[src/rtl/sd_block_writer.sv]
// Purpose: writes one 512-byte block to an SPI-mode SD card (CMD24 single-block write).
// Latency: (525 + nR1 + nBusy) bytes of 16*CLK_DIV clk each, from accepted start to done/error.
// Backpressure: start is ignored while busy=1 and in the cycle that done or error pulses.
// Ports: start/sector request a write; byteIndex/byteData fetch payload (1-cycle source latency);
//        busy/done/error/errCode report status; sdClk/sdMosi/sdMiso/sdCs form the SPI mode 0 bus.
module sd_block_writer #(
    parameter int CLK_DIV       = 2,
    parameter int R1_POLL_MAX   = 8,
    parameter int BUSY_POLL_MAX = 65535
) (
    input  logic        clk,
    input  logic        rst,
    input  logic        start,
    input  logic [31:0] sector,
    output logic [8:0]  byteIndex,
    input  logic [7:0]  byteData,
    output logic        busy,
    output logic        done,
    output logic        error,
    output logic [2:0]  errCode,
    output logic        sdClk,
    output logic        sdMosi,
    input  logic        sdMiso,
    output logic        sdCs
);

    localparam logic [7:0]  DIV_LAST  = 8'(CLK_DIV - 1);
    localparam logic [15:0] R1_LAST   = 16'(R1_POLL_MAX - 1);
    localparam logic [15:0] BUSY_LAST = 16'(BUSY_POLL_MAX - 1);

    typedef enum logic [3:0] {
        IDLE, PRE, CMD, R1, GAP, TOKEN, DATA, CRC, DRESP, BUSY, FINISH
    } state_t;

    state_t      state, state_n;
    logic [15:0] cnt;
    logic [31:0] sec_q;
    logic [2:0]  err_pend;

    // byte shifter
    logic        active;
    logic [7:0]  div;
    logic [2:0]  bitc;
    logic [7:0]  sh;
    logic [7:0]  rx;
    logic        byte_end;

    // FSM control
    logic        load, cnt_clr, cnt_inc, idx_inc, pend_set, accept, fin_ok, fin_err;
    logic [7:0]  tx, cmd_next;
    logic [2:0]  pend_code;

    // End of the high phase of bit 7: rx holds the complete received byte.
    assign byte_end = active && sdClk && (div == DIV_LAST) && (bitc == 3'd7);
    assign sdMosi   = active ? sh[7] : 1'b1;
    assign busy     = (state != IDLE);

    // Command byte following the one currently on the wire (cnt = current index).
    always_comb begin
        case (cnt[2:0])
            3'd0:    cmd_next = sec_q[31:24];
            3'd1:    cmd_next = sec_q[23:16];
            3'd2:    cmd_next = sec_q[15:8];
            3'd3:    cmd_next = sec_q[7:0];
            default: cmd_next = 8'hFF;
        endcase
    end

    // Every continuing state loads its next byte in the byte_end cycle so bytes run back to back.
    always_comb begin
        state_n   = state;
        load      = 1'b0;
        tx        = 8'hFF;
        cnt_clr   = 1'b0;
        cnt_inc   = 1'b0;
        idx_inc   = 1'b0;
        pend_set  = 1'b0;
        pend_code = 3'd0;
        fin_ok    = 1'b0;
        fin_err   = 1'b0;
        accept    = (state == IDLE) && start && !done && !error;
        case (state)
            IDLE: if (accept) begin
                state_n = PRE;
                load    = 1'b1;
            end
            PRE: if (byte_end) begin
                state_n = CMD;
                load    = 1'b1;
                tx      = 8'h58;
                cnt_clr = 1'b1;
            end
            CMD: if (byte_end) begin
                load = 1'b1;
                if (cnt == 16'd5) begin
                    state_n = R1;
                    cnt_clr = 1'b1;
                end else begin
                    tx      = cmd_next;
                    cnt_inc = 1'b1;
                end
            end
            R1: if (byte_end) begin
                load = 1'b1;
                if (!rx[7]) begin
                    if (rx == 8'h00) begin
                        state_n = GAP;
                    end else begin
                        state_n   = FINISH;
                        pend_set  = 1'b1;
                        pend_code = 3'd2;
                    end
                end else if (cnt == R1_LAST) begin
                    state_n   = FINISH;
                    pend_set  = 1'b1;
                    pend_code = 3'd1;
                end else begin
                    cnt_inc = 1'b1;
                end
            end
            GAP: if (byte_end) begin
                state_n = TOKEN;
                load    = 1'b1;
                tx      = 8'hFE;
            end
            TOKEN: if (byte_end) begin
                state_n = DATA;
                load    = 1'b1;
                tx      = byteData;
                cnt_clr = 1'b1;
                idx_inc = 1'b1;
            end
            DATA: if (byte_end) begin
                load = 1'b1;
                if (cnt == 16'd511) begin
                    state_n = CRC;
                    cnt_clr = 1'b1;
                end else begin
                    tx      = byteData;
                    cnt_inc = 1'b1;
                    idx_inc = 1'b1;
                end
            end
            CRC: if (byte_end) begin
                load = 1'b1;
                if (cnt == 16'd1) state_n = DRESP;
                else              cnt_inc = 1'b1;
            end
            DRESP: if (byte_end) begin
                load = 1'b1;
                if (rx[4:0] == 5'h05) begin
                    state_n = BUSY;
                    cnt_clr = 1'b1;
                end else begin
                    state_n   = FINISH;
                    pend_set  = 1'b1;
                    pend_code = 3'd3;
                end
            end
            BUSY: if (byte_end) begin
                load = 1'b1;
                if (rx != 8'h00) begin
                    state_n = FINISH;
                end else if (cnt == BUSY_LAST) begin
                    state_n   = FINISH;
                    pend_set  = 1'b1;
                    pend_code = 3'd4;
                end else begin
                    cnt_inc = 1'b1;
                end
            end
            FINISH: if (byte_end) begin
                state_n = IDLE;
                fin_err = (err_pend != 3'd0);
                fin_ok  = (err_pend == 3'd0);
            end
            default: state_n = IDLE;
        endcase
    end

    always_ff @(posedge clk) begin
        if (rst) begin
            state     <= IDLE;
            cnt       <= 16'd0;
            sec_q     <= 32'd0;
            err_pend  <= 3'd0;
            sdCs      <= 1'b1;
            done      <= 1'b0;
            error     <= 1'b0;
            errCode   <= 3'd0;
            byteIndex <= 9'd0;
        end else begin
            state <= state_n;
            done  <= fin_ok;
            error <= fin_err;
            sdCs  <= (state_n == IDLE) || (state_n == FINISH);
            if (accept) begin
                sec_q    <= sector;
                errCode  <= 3'd0;
                err_pend <= 3'd0;
            end
            if (pend_set) err_pend <= pend_code;
            if (fin_err)  errCode  <= err_pend;
            if (cnt_clr)      cnt <= 16'd0;
            else if (cnt_inc) cnt <= cnt + 16'd1;
            // Index runs one byte ahead of the shifter and saturates at 511.
            if (state_n == IDLE)
                byteIndex <= 9'd0;
            else if (idx_inc && byteIndex != 9'd511)
                byteIndex <= byteIndex + 9'd1;
        end
    end

    // SPI mode 0: sdClk low for CLK_DIV cycles, high for CLK_DIV cycles; MISO sampled on the
    // rising transition, MOSI advanced on the falling transition.
    always_ff @(posedge clk) begin
        if (rst) begin
            active <= 1'b0;
            div    <= 8'd0;
            bitc   <= 3'd0;
            sdClk  <= 1'b0;
            sh     <= 8'hFF;
            rx     <= 8'h00;
        end else if (load) begin
            active <= 1'b1;
            div    <= 8'd0;
            bitc   <= 3'd0;
            sdClk  <= 1'b0;
            sh     <= tx;
        end else if (active) begin
            if (div == DIV_LAST) begin
                div <= 8'd0;
                if (!sdClk) begin
                    sdClk <= 1'b1;
                    rx    <= {rx[6:0], sdMiso};
                end else begin
                    sdClk <= 1'b0;
                    if (bitc == 3'd7) begin
                        active <= 1'b0;
                    end else begin
                        sh   <= {sh[6:0], 1'b1};
                        bitc <= bitc + 3'd1;
                    end
                end
            end else begin
                div <= div + 8'd1;
            end
        end
    end

endmodule

[config.mk]
export PLATFORM = sky130hd
export DESIGN_NAME = sd_block_writer
export DESIGN_NICKNAME = d
export VERILOG_FILES = /design/src/rtl/sd_block_writer.sv
export SDC_FILE = /design/constraint.sdc
export NUM_CORES = 1
export LEC_CHECK = 0
export CORE_MARGIN = 8
export CORE_UTILIZATION = 45
export DETAILED_ROUTE_END_ITERATION = 7
export GPL_ROUTABILITY_DRIVEN = 0
export PLACE_DENSITY = 0.66
export RECOVER_POWER = 25
export SETUP_SLACK_MARGIN = 0.05
export SYNTH_ARGS = -nofsm -noshare
export SYNTH_HDL_FRONTEND = slang
export SYNTH_SLANG_ARGS = --single-unit
export TNS_END_PERCENT = 30
[constraint.sdc]
create_clock -name clk -period 3 [get_ports clk]
set_clock_uncertainty 0.2 [all_clocks]
set_input_delay 0.6 -clock clk [delete_from_list [all_inputs] [get_ports clk]]
set_output_delay 0.6 -clock clk [all_outputs]
set_load 0.01 [all_outputs]
==> impl_metrics.json <==
{
  "power_density_mw_per_mm2": 416,
  "p_clk_share_pct": 39.2,
  "wl_um": 14800,
  "die_w_um": 126,
  "port_buffers": 61,
  "place_inst": 862,
  "drt_iter0_markers": 352,
  "synthFlopType": "dfxtp_1",
  "syn_to_final_growth_pct": 20.2,
  "clock.fmax_ghz": 0.363,
  "crit_slowest_cell": "or4_4",
  "dieArea_sq_mm": 0.0158,
  "tns_ps": 0,
  "finalCritPeriodShare_pct": 91.9,
  "grt_pass1_vias": 4977,
  "pwr-share-seq_pct": 50.9,
  "path_clk_slew_ps": 70,
  "fin_util_pct": 54.9,
  "antenna_found_initial": 0,
  "core_sq_mm": 0.0119,
  "wl_per_cell_um": 16.9,
  "syn_nets": 726,
  "switching_share_pct": 24.7,
  "nets": 781,
  "worst_pin_slew_ps": 716,
  "cp_cell_sequence": "or4_4 > or4b_4 > o21ai_2 > nor2_1 > a211o_1",
  "period_needed_ps": 2760,
  "p_leak_uw": 0.00225,
  "cts_htree_levels": 3,
  "synth-async-reset-ratio_pct": 0,
  "drc": 0,
  "synth_edf_count": 0,
  "cts_made_buffers": 9,
  "drv_slew": 0,
  "cts_buffer_depth": 2,
  "cp.arrival_ps": 2800,
  "rsz0062_at_grt": "yes",
  "slew_headroom_pct": 52.3,
  "die_h_um": 126,
  "hpwl_um": 10900,
  "viasPerCell": 6.05,
  "p_int_uw": 2040,
  "p_sw_uw": 669,
  "ys_types": 66,
  "worstHoldPathType": "flip-flop to flip-flop",
  "detail_route.first_pass.iterations": 8,
  "clkLatencyLatePin_ps": 350,
  "drive_gt1_share_pct": 9.73,
  "combPwrFrac_pct": 9.8,
  "drv_cap": 0,
  "ys_seq_area_share_pct": 36.6,
  "antennaDiodeCount": 0,
  "cts_num_sinks": 99,
  "crit_path_max_fanout": 14,
  "cts_root_buf": "clkbuf_16",
  "grt_overflow": 0,
  "final_hold_viol_count": 0,
  "rrSetupSlack_ps": 240,
  "track_usage_pct": 18.6,
  "synth.avg_cell_area_sq_um": 8.07,
  "grt_first_pass_wirelength_um": 24200,
  "syn_inst": 671,
  "post_cts_buffers": 0,
  "start_util_pct": 45.7,
  "ys_warn_count": 0,
  "fin_hold_ws_ps": 258,
  "grt_max_degree": 34,
  "pin_count": 62,
  "cts_tree": "built",
  "vias": 5305,
  "rows": 40,
  "crit_type": "flip-flop to flip-flop",
  "ys_ff_latch": 99,
  "fill_cells": 1121,
  "cp-end-kind": "flip-flop",
  "synth_area_sq_mm": 0.00542,
  "max_stage_delay_ps": 610,
  "peakVddDrop_mv": 0.398,
  "final_cells": 877,
  "ant_nets": 0,
  "worstPathRequired_ps": 3040,
  "cp-start-kind": "flip-flop",
  "status": "complete, no violations",
  "setup_viol": 0
}
## logic make-up (layout without fill, tap and decap cells)
family	Yosys count	in the layout	share of synthesized area (%)
flip-flops	99	99	36.6
multiplexers	16	16	2.98
adder cells (fa/ha/maj)	11	11	2.54
XOR/XNOR	17	17	2.75
AO/OA/AOI/OAI	191	191	23.6
AND/OR/NAND/NOR	276	276	26.6
buffers and inverters	61	120	4.99
## cells in the final DEF, fill, tap and decap left out, types with 8 or more instances in the layout
| master | instances |
|---|---|
| a211o_1 | 8 |
| a211oi_2 | 9 |
| a21oi_1 | 72 |
| a222oi_1 | 8 |
| buf_4 | 32 |
| clkbuf_16 | 9 |
| clkdlybuf4s50_1 | 43 |
| dfxtp_1 | 99 |
| dlygate4sd3_1 | 17 |
| ha_1 | 11 |
| inv_1 | 9 |
| mux2i_1 | 15 |
| nand2_1 | 94 |
| nand3_1 | 23 |
| nand4_1 | 17 |
| nor2_1 | 43 |
| nor3_1 | 20 |
| nor4_1 | 13 |
| o21ai_0 | 34 |
| o31ai_1 | 14 |
| or3_1 | 8 |
| or4_1 | 8 |
| xnor2_1 | 9 |
| xor2_1 | 8 |
## final timing paths
kind,startpoint,end,depth (start not counted)
max,state[0]$_SDFF_PP0_,sh[4]$_SDFFE_PP1P_,5
min,sec_q[8]$_SDFFE_PP0P_,sec_q[8]$_SDFFE_PP0P_,2
max reg2reg,state[0]$_SDFF_PP0_,sh[4]$_SDFFE_PP1P_,5
min reg2reg,sec_q[8]$_SDFFE_PP0P_,sec_q[8]$_SDFFE_PP0P_,2
## through the flow
step                cell area, sq um  setup slack, ps  total power [uW]
floorplan                       5420              387              1560
global placement                6250              245              1670
finish                          6510              243              2710
CTS                             6520              235              2750
detailed placement              6250              179              1680
global route                    6510             26.2              2840
## power by group through the flow
stage / Combinational (uW) / Clock [uW] / Sequential (uW)
2_1_floorplan: 162 / 0 / 1400
3_3_place_gp: 262 / 0 / 1410
3_5_place_dp: 268 / 0 / 1410
4_1_cts: 268 / 1100 / 1380
5_1_grt: 294 / 1160 / 1380
6_report: 266 / 1060 / 1380
## what timing repair did
action,in CTS,in global routing
hold buffers,0,0
gates resized for setup,0,1
setup endpoints to repair,0,10
## routing by layer
layer | part of all wire [%] | track usage (%)
met4 | 2.0 | 6.95
met2 | 48 | 30.5
met5 | 0 | 0
met1 | 44 | 23.0
met3 | 6.3 | 4.56
## synthesized netlist by cell type (all sizes together), types with 4 or more instances
cell type	number	area, sq um
o31ai	14	105
nor2	43	161
nand4	17	106
ha	11	138
o21ai	35	179
nor4b	4	41.3
buf	12	86.3
nand2	94	353
o211ai	4	30.0
xor2	8	70.1
and2	4	25.0
and3	7	43.8
a222oi	8	80.1
nor2b	7	43.8
nor3	21	115
nand2b	7	43.8
or3	8	50.1
mux2i	15	150
dfxtp	99	1980
a21oi	72	360
nor4	17	131
or4	9	71.3
nor3b	4	35.0
xnor2	9	78.8
clkbuf	40	150
a211o	8	70.1
inv	9	33.8
a31oi	7	43.8
nand3	23	115
a211oi	16	165
## critical path, delay by kind of cell, from the launching register on
family             cells  cell delay (ps)
AOI/OAI and AO/OA      2              610
DFF                    1              380
and+or+nand+nor        3             1450
## flip-flops by register name, summed over array words and instances (netlist names)
signal / cells
sec_q: 32
cnt: 16
byteIndex: 9
div: 8
rx: 8
sh: 8
state: 4
bitc: 3
errCode: 3
err_pend: 3
active: 1
done: 1
error: 1
sdClk: 1
sdCs: 1
## cell type report
cell class	count	area [sq um]	share of cell area (%)
clock buffers	10	229	3.52
flip-flops and latches	99	1980	30.4
well taps	147	184	2.82
multi-input cells	511	3170	48.7
inverters	9	33.8	0.519
clock inverters	5	40.0	0.615
repair buffers	96	873	13.4
No activity file was read; power rests on OpenSTA's default activity.
